**config.mk**
```make
export PLATFORM = sky130hd
export DESIGN_NAME = pellet_tracker
export DESIGN_NICKNAME = d
export VERILOG_FILES = /design/src/rtl/pellet_tracker.sv
export SDC_FILE = /design/constraint.sdc
export NUM_CORES = 1
export LEC_CHECK = 0
export CORE_ASPECT_RATIO = 1.25
export CORE_MARGIN = 2
export CORE_UTILIZATION = 39
export CTS_CLUSTER_SIZE = 10
export DETAILED_ROUTE_END_ITERATION = 7
export PLACE_DENSITY = 0.62
export SYNTH_ARGS = -nofsm -noshare
export SYNTH_HDL_FRONTEND = slang
export SYNTH_SLANG_ARGS = --single-unit
```
**constraint.sdc**
```tcl
create_clock -name clk -period 3.1 [get_ports clk]
set_input_delay 0.775 -clock clk [delete_from_list [all_inputs] [get_ports clk]]
set_output_delay 0.775 -clock clk [all_outputs]
set_load 0.005 [all_outputs]
```
**src/rtl/pellet_tracker.sv**
```systemverilog
// Pellet tracker: sole port-B client of the map BRAM; eats pellets on tile entry, keeps score and pellet count.
// Power-pellet handling is compiled in only when PELLET_TRACKER_POWER_EN is defined.
module pellet_tracker #(
   parameter int DATA_WIDTH    = 4,
   parameter int DATA_DEPTH    = 1023,
   parameter int MAP_COLS      = 28,
   parameter int EMPTY_CODE    = 0,
   parameter int PELLET_CODE   = 1,
   parameter int POWER_CODE    = 2,
   parameter int TOTAL_PELLETS = 244,
   parameter int SCORE_WIDTH   = 16
) (
   input  logic                                 clk,
   input  logic                                 rst_n,
   input  logic                                 start_level,
   input  logic                                 tile_valid,
   input  logic [4:0]                           tile_x,
   input  logic [5:0]                           tile_y,
   output logic                                 tile_ready,
   output logic                                 map_soft_rst,
   output logic [$clog2(DATA_DEPTH)-1:0]        bram_addr,
   output logic                                 bram_we,
   output logic [DATA_WIDTH-1:0]                bram_wdata,
   input  logic [DATA_WIDTH-1:0]                bram_rdata,
   output logic [SCORE_WIDTH-1:0]               score,
   output logic [$clog2(TOTAL_PELLETS+1)-1:0]   pellets_left,
   output logic                                 power_pulse,
   output logic                                 level_clear,
   output logic [2:0]                           fsm_state
);

   localparam int AW = $clog2(DATA_DEPTH);
   localparam int PW = $clog2(TOTAL_PELLETS + 1);
   localparam int CW = $clog2(DATA_DEPTH + 1);
   localparam logic [CW-1:0]          INIT_LAST  = CW'(DATA_DEPTH);
   localparam logic [SCORE_WIDTH:0]   SCORE_MAX  = {1'b0, {SCORE_WIDTH{1'b1}}};
   localparam logic [SCORE_WIDTH:0]   PELLET_PTS = (SCORE_WIDTH + 1)'(10);
   localparam logic [SCORE_WIDTH:0]   POWER_PTS  = (SCORE_WIDTH + 1)'(50);

   typedef enum logic [2:0] {IDLE, CLEAR, INIT, READY, RD, EVAL, WR, DONE} state_t;

   state_t                 state, next_state;
   logic [CW-1:0]          init_cnt;
   logic [AW-1:0]          addr_q;
   logic                   power_q;
   logic [31:0]            addr_full;
   logic                   in_range;
   logic                   is_pellet, is_power, eat_hit, eat;
   logic [SCORE_WIDTH:0]   score_sum;

   // Handshake: a tile is taken in any cycle where tile_valid && tile_ready;
   // tile_ready is high only in READY, so requests elsewhere are simply ignored.
   assign addr_full = 32'(tile_y) * 32'(MAP_COLS) + 32'(tile_x);
   assign in_range  = (32'(tile_x) < 32'(MAP_COLS)) && (addr_full < 32'(DATA_DEPTH));

   assign is_pellet = (bram_rdata == DATA_WIDTH'(PELLET_CODE));
`ifdef PELLET_TRACKER_POWER_EN
   assign is_power  = (bram_rdata == DATA_WIDTH'(POWER_CODE));
`else
   assign is_power  = 1'b0;
`endif
   assign eat_hit   = is_pellet || is_power;
   // An abort arriving during EVAL cancels the score/count update as well as the write.
   assign eat       = (state == EVAL) && eat_hit && !start_level;
   assign score_sum = {1'b0, score} + (is_power ? POWER_PTS : PELLET_PTS);

   assign bram_addr   = addr_q;
   assign bram_wdata  = DATA_WIDTH'(EMPTY_CODE);
   assign power_pulse = power_q;
   assign fsm_state   = state;

   always_ff @(posedge clk) begin
      if (!rst_n) begin
         state        <= IDLE;
         init_cnt     <= '0;
         addr_q       <= '0;
         score        <= '0;
         pellets_left <= '0;
         power_q      <= 1'b0;
      end else begin
         state   <= next_state;
         power_q <= 1'b0;
         case (state)
            CLEAR: begin
               pellets_left <= PW'(TOTAL_PELLETS);
               init_cnt     <= '0;
            end
            INIT:  init_cnt <= init_cnt + 1'b1;
            READY: if (tile_valid && in_range) addr_q <= addr_full[AW-1:0];
            EVAL: begin
               if (eat) begin
                  score   <= (score_sum > SCORE_MAX) ? SCORE_MAX[SCORE_WIDTH-1:0]
                                                     : score_sum[SCORE_WIDTH-1:0];
                  power_q <= is_power;
                  if (pellets_left != '0) pellets_left <= pellets_left - 1'b1;
               end
            end
            default: ;
         endcase
      end
   end

   always_comb begin
      next_state   = state;
      tile_ready   = 1'b0;
      map_soft_rst = 1'b0;
      bram_we      = 1'b0;
      level_clear  = 1'b0;
      case (state)
         IDLE:  ;
         CLEAR: begin
            map_soft_rst = 1'b1;
            next_state   = INIT;
         end
         INIT:  if (init_cnt == INIT_LAST) next_state = READY;
         READY: begin
            tile_ready = 1'b1;
            if (tile_valid && in_range) next_state = RD;
         end
         RD:    next_state = EVAL;
         EVAL:  next_state = eat_hit ? WR : READY;
         WR: begin
            bram_we    = 1'b1;
            next_state = (pellets_left == '0) ? DONE : READY;
         end
         DONE:  level_clear = 1'b1;
         default: next_state = IDLE;
      endcase
      // start_level wins everywhere; a write in flight is dropped.
      if (start_level) begin
         next_state = CLEAR;
         bram_we    = 1'b0;
      end
   end

endmodule

```
# Word-level counts from Yosys, hierarchy flattened
# Index checks and enable logic that the tools add are counted.
[classes] shift=0 eq_ne=15 n_div=0 muxes=16 bitwise=1 order_cmp=3 n_mul=1 addsub=4 reduce_logical=17
[ops] cell="$pmux W10 S2" n=1
[ops] cell="$pmux W3 S6" n=1
[ops] cell="$add A16 B4 Y17 const B" n=1
[ops] cell="$gt A17 B16 Y1 const B" n=1
[ops] cell="$mux W16" n=1
[ops] cell="$mux W8" n=2
[ops] cell="$pmux W8 S2" n=1
[ops] cell="$add A11 B5 Y12" n=1
[ops] cell="$eq A3 B3 Y1 const B" n=4
[ops] cell="$lt A12 B10 Y1 const B" n=1
[ops] cell="$mux W3" n=4
[ops] cell="$add A10 B1 Y10 const B" n=1
[ops] cell="$eq A10 B10 Y1 const B" n=1
[ops] cell="$mul A6 B3 Y9 const B" n=1
[ops] cell="$reduce_and A3 Y1" n=3
[ops] cell="$logic_not A8 Y1" n=1
[ops] cell="$reduce_bool A8 Y1" n=1
[ops] cell="$sub A8 B1 Y8 const B" n=1
[ops] cell="$reduce_bool A7 Y1" n=1
[ops] cell="$eq A3 B2 Y1 const B" n=2
[ops] cell="$mux W1" n=6
[ops] cell="$ne A2 B2 Y1 const B" n=3
[ops] cell="$ne A3 B3 Y1 const B" n=2
[ops] cell="$reduce_bool A6 Y1" n=1
[ops] cell="10 further kinds" n=15
[totals] n_memories=0 rom_bits=0 ramBits=0 reg_bits=47 latch_bits=0 inputBits=19 word_cells=63

# Depth between registers and ports, before layout
# Gate-level depths: netlist of the first run.
[logic_depth] depth_word=8 ltp_mapped=11 ltp_nobuf=10

# Least setup slack after synthesis of the first run
# Ideal clock, no wire load.
[synth_timing] path_type="input-to-reg" from="input port tile_y[0]" to="register addr_q[5], in the netlist bram_addr[5]" cell_stages=10 path_slack_ns=-0.262 t_arrival_ns=3.239 t_required_ns=2.977 path_buffers=1 cell_sequence="fa_1 ha_1 ha_1 or2_1 and3_1 buf_2 o41ai_2 o211a_1 o21a_2 mux2_1"
[synth_via] elab_chain_cells=6
[synth_lines] element="start, declared" line="18" rtl="input logic [5:0] tile_y,"
[synth_lines] element="$mul A6 B3 Y9 *" line="53" rtl="assign addr_full = 32'(tile_y) * 32'(MAP_COLS) + 32'(tile_x);"
[synth_lines] element="$add A11 B5 Y12 *" line="53"
[synth_lines] element="$lt A12 B10 Y1" line="54" rtl="assign in_range = (32'(tile_x) < 32'(MAP_COLS)) && (addr_full < 32'(DATA_DEPTH));"
[synth_lines] element="$logic_and A1 B1 Y1" line="54"
[synth_lines] element="$logic_and A1 B1 Y1" line="89" rtl="READY: if (tile_valid && in_range) addr_q <= addr_full[AW-1:0];"
[synth_lines] element="$reduce_and A2 Y1 (no line)"
[synth_lines] element="end signal, assigned" line="89"
[synth_lines] element="end, declared" line="44" rtl="logic [AW-1:0] addr_q;"
# Mark *: on every way between the ends. The rest lies on a longest branch, timed or not.
# A chain may end at the register's enable or synchronous reset.

# Final worst setup path of the first run
[layout_timing] from="input port tile_y[4]" to="register addr_q[5], in the netlist bram_addr[5]"
[layout_via] elab_chain_cells=6
[layout_lines] element="$mul A6 B3 Y9" line="53"
[layout_lines] element="$add A11 B5 Y12" line="53"
[layout_lines] element="$lt A12 B10 Y1" line="54"
[layout_lines] element="$logic_and A1 B1 Y1" line="54"
[layout_lines] element="$logic_and A1 B1 Y1" line="89"
[layout_lines] element="$reduce_and A2 Y1 (no line)"
# Every way passes these cells.

==> flow_summary_export.csv, run 1 <==
group,metric,value,unit
place,place_congestion,0.863,
layout,post-route-util,0.549,
cts,cts_tree,"built",
layout,nFillCells,767,
timing,fin_crit_sh,1.01,
routing,antenna_left,0,
floorplanning,dieWidth,86.8,µm
synthesis,synth-adder-area-share,0.101,
min_path,holdPathStages,2,
cts,cts.path.max_buffers,2,
critical_path,critPathCaptureType,"register",
timing,timing.final.ws_setup,-0.0237,ns
synthesis,synth_compound_area_frac,0.206,
cts,root_buffer,"clkbuf_8",
cts,cts_buffers,5,
synthesis,synth.area.mux_share,0.0431,
synthesis,yosys_warnings,0,
pwr,ir_drop,0.188,mV
min_path,hold_start,"bram_addr[2]",
routing,drtIter0Drc,202,
timing,fmax,320,MHz
timing,worstMarginPinSlew,0.518,ns
critical_path,cp.required,3.29,ns
synthesis,yosysUniqueCellTypes,72,
pwr,p_per_area,352,mW/mm²
routing,drc,0,
floorplanning,dieArea,0.00932,mm²
synthesis,yosysSeqAreaShare,0.282,
routing,routed_wl,8.48,mm
synthesis,yosys.area_share.simple,0.283,
synthesis,async_flop_share,0,
critical_path,cp-start-kind,"primary input",
cts,clkSlewWorstSetupHoldPaths,0.08,ns
synthesis,synth_edf_count,0,
layout,diodes,0,
critical_path,setup.worst_path.start,"tile_y[4]",
layout,multi_input_area,0.00236,mm²
run,cap_viol_max_count,0,
floorplanning,die_h,107,µm
grt,track_usage,0.186,
grt,grt_max_degree,32,
place,dp.cells,591,
cts,clock-sinks,47,
pwr,power_leakage,0.00172,µW
synthesis,synth_top_area_share,0.282,
grt,antenna_found_initial,0,
cts,cts_hold_buf,0,
routing,via_count,3369,
synthesis,synthTopCellsByArea,"dfxtp_1 (28%), ha_1 (5.6%), nand2_1 (4.8%), nor2_1 (4.6%), fa_1 (4.2%)",
grt,grt_pass1_vias,3210,
place,port_buffers,59,
layout,final_common_cell,"clkdlybuf4s50_1",
timing,slew_headroom,0.654,
outcome,violations,"setup timing",
synthesis,synth_cells,415,
grt,grt_overflow,0,
critical_path,r2r_start,"fsm_state[0]",
critical_path,reg2reg_depth,6,
min_path,hp-class,"reg2reg",
cts,insertion_delay,0.30,ns
routing,firstDrtPassIters,4,
timing,hold_viol,0,
layout,syn_to_final_growth,36.3,%
synthesis,synth-main-ff-cell,"dfxtp_1",
layout,final_cell_mix,"clkdlybuf4s50_1 (53), dfxtp_1 (47), buf_4 (45), nand2_1 (43), nor2_1 (41)",
timing,finClkSkew,0.00490,ns
floorplanning,initial_utilization,0.403,
outcome,status,"finished with violations",
timing,layout_min_cycle_time,3.12,ns
layout,layoutNonFillerInstCount,606,
layout,nets,549,
cts,h-tree-depth,2,
layout,register_area,941,µm²
timing,rsz0062_at_grt,"true",
floorplanning,rows,37,
synthesis,synthXorXnorAreaFrac,0.0262,
grt,grt_pass1_wl,14.4,mm
synthesis,synth_area_per_cell,8.05,µm²
critical_path,worstPathMaxFanout,7,
synthesis,synth_area_leader_cell,"dfxtp_1",
layout,drive_gt1_frac,0.189,
critical_path,crit_type,"in2reg",
timing,final-setup-viol-count,1,
place,hpwlAfterDp,6.49,mm
floorplanning,placeableCoreArea,0.00829,mm²
timing,drv_slew,0,
critical_path,arrival,3.31,ns
routing,via_per_inst,5.56,
synthesis,syn_area,0.00334,mm²
synthesis,synth_seq_cells,47,
synthesis,synth_top_family_by_area,"simple AND/OR/NAND/NOR gates",
floorplanning,io_pins,65,
routing,post_drt_wl_per_cell,14.0,µm
## sequential cells by signal, summed over array words and instances (netlist names)
name	count
score	16
bram_addr	10
init_cnt	10
pellets_left	8
fsm_state	3
## metal layers
layer	wire length, µm	part of all wire	GRT usage
met4	153	0.018	0.0603
met2	4450	0.52	0.338
met5	0	0	0
met1	3570	0.42	0.228
met3	310	0.037	0.0146
## power by group
part / total [µW] / switching [µW] / internal [µW]
clock network: 407 / 204 / 204
logic: 561 / 269 / 292
registers: 632 / 17.4 / 615
## final cells by class
class,count,share of cell area
multi-input combinational,329,0.518
inverter,19,0.0157
timing repair buffer,106,0.211
clock buffer,8,0.0220
tap,97,0.0267
sequential,47,0.207
## metrics by stage
step | instance area, µm² | setup TNS (ns) | hold WS (ns) | total power, µW | setup slack (ns)
after floorplan | 3400 | -0.580 | 0.454 | 946 | -0.0871
after global placement | 4300 | -8.40 | 0.458 | 1130 | -0.690
after detailed placement | 4300 | -9.41 | 0.462 | 1140 | -0.774
after CTS | 4470 | -0.0494 | 0.476 | 1560 | -0.0166
after global routing | 4550 | -1.06 | 0.494 | 1700 | -0.130
final | 4550 | -0.0237 | 0.470 | 1600 | -0.0237
## what timing repair did
item	4_1_cts	5_1_grt
gates resized for setup	30	11
endpoints found under the setup margin	13	13
hold endpoints to repair	0	0
setup buffers	5	3
pin swaps	11	10
## critical path, stage by stage
cell,delay [ns]
dlygate4sd2_1,0.28
fa_1,0.50
ha_2,0.34
or2_1,0.25
a21oi_1,0.34
nor2_1,0.13
o211a_1,0.18
o21a_4,0.23
mux2_4,0.30
## synth_stat cells (3+ instances only)
library cell and count:
xnor2_1 3, buf_4 5, buf_2 5, o21ai_1 4
o211ai_1 4, clkbuf_1 13, a21oi_1 23, dfxtp_1 47
nor3_1 10, nor4b_1 3, or3_1 3, ha_1 15
and2_1 5, a31oi_1 20, inv_1 18, o41ai_1 3
nor3b_1 5, and3_1 5, nand2_1 43, or2_2 3
o21ai_0 23, o31ai_1 3, nand3_1 10, nand2b_1 6
fa_1 7, nor4_1 4, mux2i_1 11, xor2_1 7
nand4_1 8, nor2_1 41, nor2b_1 3, o22ai_1 3
## kinds of logic after synthesis
| logic type | count (synthesis) |
|---|---|
| AND/OR/NAND/NOR | 172 |
| AO/OA/AOI/OAI | 105 |
| flip-flops | 47 |
| buffers and inverters | 43 |
| adder cells (fa/ha/maj) | 23 |
| multiplexers | 14 |
| XOR/XNOR | 10 |
| other | 1 |
## final timing paths
kind	to	slack [ns]
setup / recovery	bram_addr[5]	-0.02
hold / removal	bram_addr[2]	0.47
setup reg to reg	score[15]	0.98
hold reg to reg	bram_addr[2]	0.47
Note: power is estimated with default switching activity, not from simulation.
==> run 2, diff against run 1 <==
Settings changed: SLEW_MARGIN from default to 30.
==> results of run 2 <==
No change in the layout: final DEF, timing and power equal those of run 1.
==> run 3, diff against run 2 <==
Settings changed: CORE_UTILIZATION 39 to 40, PLACE_DENSITY 0.62 to 0.64.
==> run 3 against run 2 <==
Against the previous run: the flow finishes with violations (DRC, setup timing); largest power group unchanged; critical endpoint unchanged; worst hold slack lost 0.0038 ns; combinational power shrank 2%; count of clock-buffer cells in the layout is the same.
==> flow_summary_export.csv, run 3 (synthesized netlist as in run 1, its figures left out) <==
group,metric,value,unit
pwr,power_leakage,0.00169,µW
floorplanning,rows,37,
critical_path,path_delay_family,"adder cells",
routing,antenna_left,0,
timing,fmax,310,MHz
outcome,status,"finished with violations",
routing,via_count,3345,
grt,grt_pass1_wl,13.9,mm
pwr,p_per_area,350,mW/mm²
place,port_buffers,59,
floorplanning,dieArea,0.00910,mm²
critical_path,cp-start-kind,"primary input",
layout,diodes,0,
timing,final-setup-viol-count,12,
grt,antenna_found_initial,0,
cts,cts_buffers,5,
cts,root_buffer,"clkbuf_8",
layout,nFillCells,780,
critical_path,worst-path-buf-inv,1,
layout,multi_input_area,0.00236,mm²
timing,drv_slew,0,
pwr,ir_drop,0.200,mV
timing,fin_crit_sh,1.04,
grt,track_usage,0.183,
cts,cts_tree,"built",
place,hpwlAfterDp,6.28,mm
place,place_congestion,0.868,
critical_path,worstPathMaxFanout,4,
grt,grt_overflow,0,
cts,cts.path.max_buffers,2,
timing,worstMarginPinSlew,0.544,ns
floorplanning,placeableCoreArea,0.00819,mm²
routing,routed_wl,8.25,mm
critical_path,cpPeakStageDelay,0.52,ns
timing,finClkSkew,0.00333,ns
critical_path,crit_type,"in2reg",
grt,grt_max_degree,32,
layout,post-route-util,0.551,
timing,layout_min_cycle_time,3.22,ns
cts,clkSlewWorstSetupHoldPaths,0.08,ns
floorplanning,io_pins,65,
layout,drive_gt1_frac,0.184,
layout,layoutNonFillerInstCount,603,
timing,slew_headroom,0.635,
layout,regMostFlops,"score",
place,dp.cells,593,
layout,design_area,0.00451,mm²
critical_path,cp.required,3.29,ns
routing,firstDrtPassIters,7,
routing,drtIter0Drc,127,
layout,register_area,941,µm²
timing,hold_viol,0,
min_path,hp-class,"reg2reg",
place,place_area,0.00430,mm²
layout,final_cell_mix,"clkdlybuf4s50_1 (53), dfxtp_1 (47), nand2_1 (43), nor2_1 (41), buf_4 (41)",
routing,post_drt_wl_per_cell,13.7,µm
layout,nets,546,
grt,grt_pass1_vias,3186,
layout,syn_to_final_growth,35.2,%
cts,insertion_delay,0.29,ns
cts,h-tree-depth,2,
routing,drc,4,
floorplanning,dieWidth,85.7,µm
run,cap_viol_max_count,0,
critical_path,crit_slowest_cell,"fa_1",
timing,holdWs,0.466,ns
routing,via_per_inst,5.55,
timing,timing.final.ws_setup,-0.123,ns
timing,rsz0062_at_grt,"true",
layout,final_common_cell,"clkdlybuf4s50_1",
cts,clock-sinks,47,
critical_path,path_cells,"buf_6 > fa_1 > ha_4 > fa_2 > a21oi_4 > mux2i_2 > a31oi_2 > o211a_1 > o21a_4 > mux2_4",
critical_path,critPathCaptureType,"register",
floorplanning,initial_utilization,0.408,
outcome,violations,"DRC, setup timing",
layout,largest_reg_flops,16,
floorplanning,die_h,106,µm
critical_path,arrival,3.41,ns
==> run 3: worst paths after layout <==
| check | depth (start not counted) | slack, ns | end | start |
|---|---|---|---|---|
| max | 10 | -0.12 | bram_addr[5] | tile_y[0] |
| min reg2reg | 2 | 0.47 | bram_addr[0] | bram_addr[0] |
| max reg2reg | 6 | 0.98 | score[15] | fsm_state[0] |
| min | 2 | 0.47 | bram_addr[0] | bram_addr[0] |
==> run 3: metal layers <==
metal / vias to the layer above / track usage / wire length [µm]
li1: 1680 / - / -
met1: 1554 / 0.215 / 3460
met2: 91 / 0.338 / 4210
met3: 20 / 0.0248 / 364
met4: 0 / 0.0612 / 209
met5: - / 0 / 0
==> run 3: worst register-to-register path, delay by kind of cell (launching register included) <==
| kind | cells | cell delay (ns) |
|---|---|---|
| buf+inv | 1 | 0.24 |
| flops | 1 | 0.40 |
| simple gates | 5 | 1.34 |
==> run 3: what timing repair did <==
item | CTS | global route
setup buffers | 2 | 0
gates resized for setup | 30 | 10
cloned | 0 | 0
pin swaps | 11 | 4
hold buffers | 0 | 0
endpoints found under the setup margin | 13 | 13
hold endpoints to repair | 0 | 0
==> run 3: cell type report <==
cell class	count	area share
sequential	47	0.208
inverter	19	0.0158
timing repair buffer	103	0.204
multi-input combinational	329	0.522
tap	97	0.0269
clock buffer	8	0.0222
==> run 3: stage by stage <==
step / setup TNS (ns) / setup WS, ns / total power [µW]
2_1_floorplan: -0.580 / -0.0871 / 946
3_3_place_gp: -8.36 / -0.677 / 1140
3_5_place_dp: -9.83 / -0.798 / 1140
4_1_cts: -0.234 / -0.0662 / 1550
5_1_grt: -2.03 / -0.199 / 1670
6_report: -0.884 / -0.123 / 1580
==> run 3: report_power, final <==
group	total [µW]	switching [µW]	internal [µW]	leakage [µW]
registers	631	16.0	615	0.000380
logic	548	263	284	0.00126
clock network	402	198	204	0.0000515
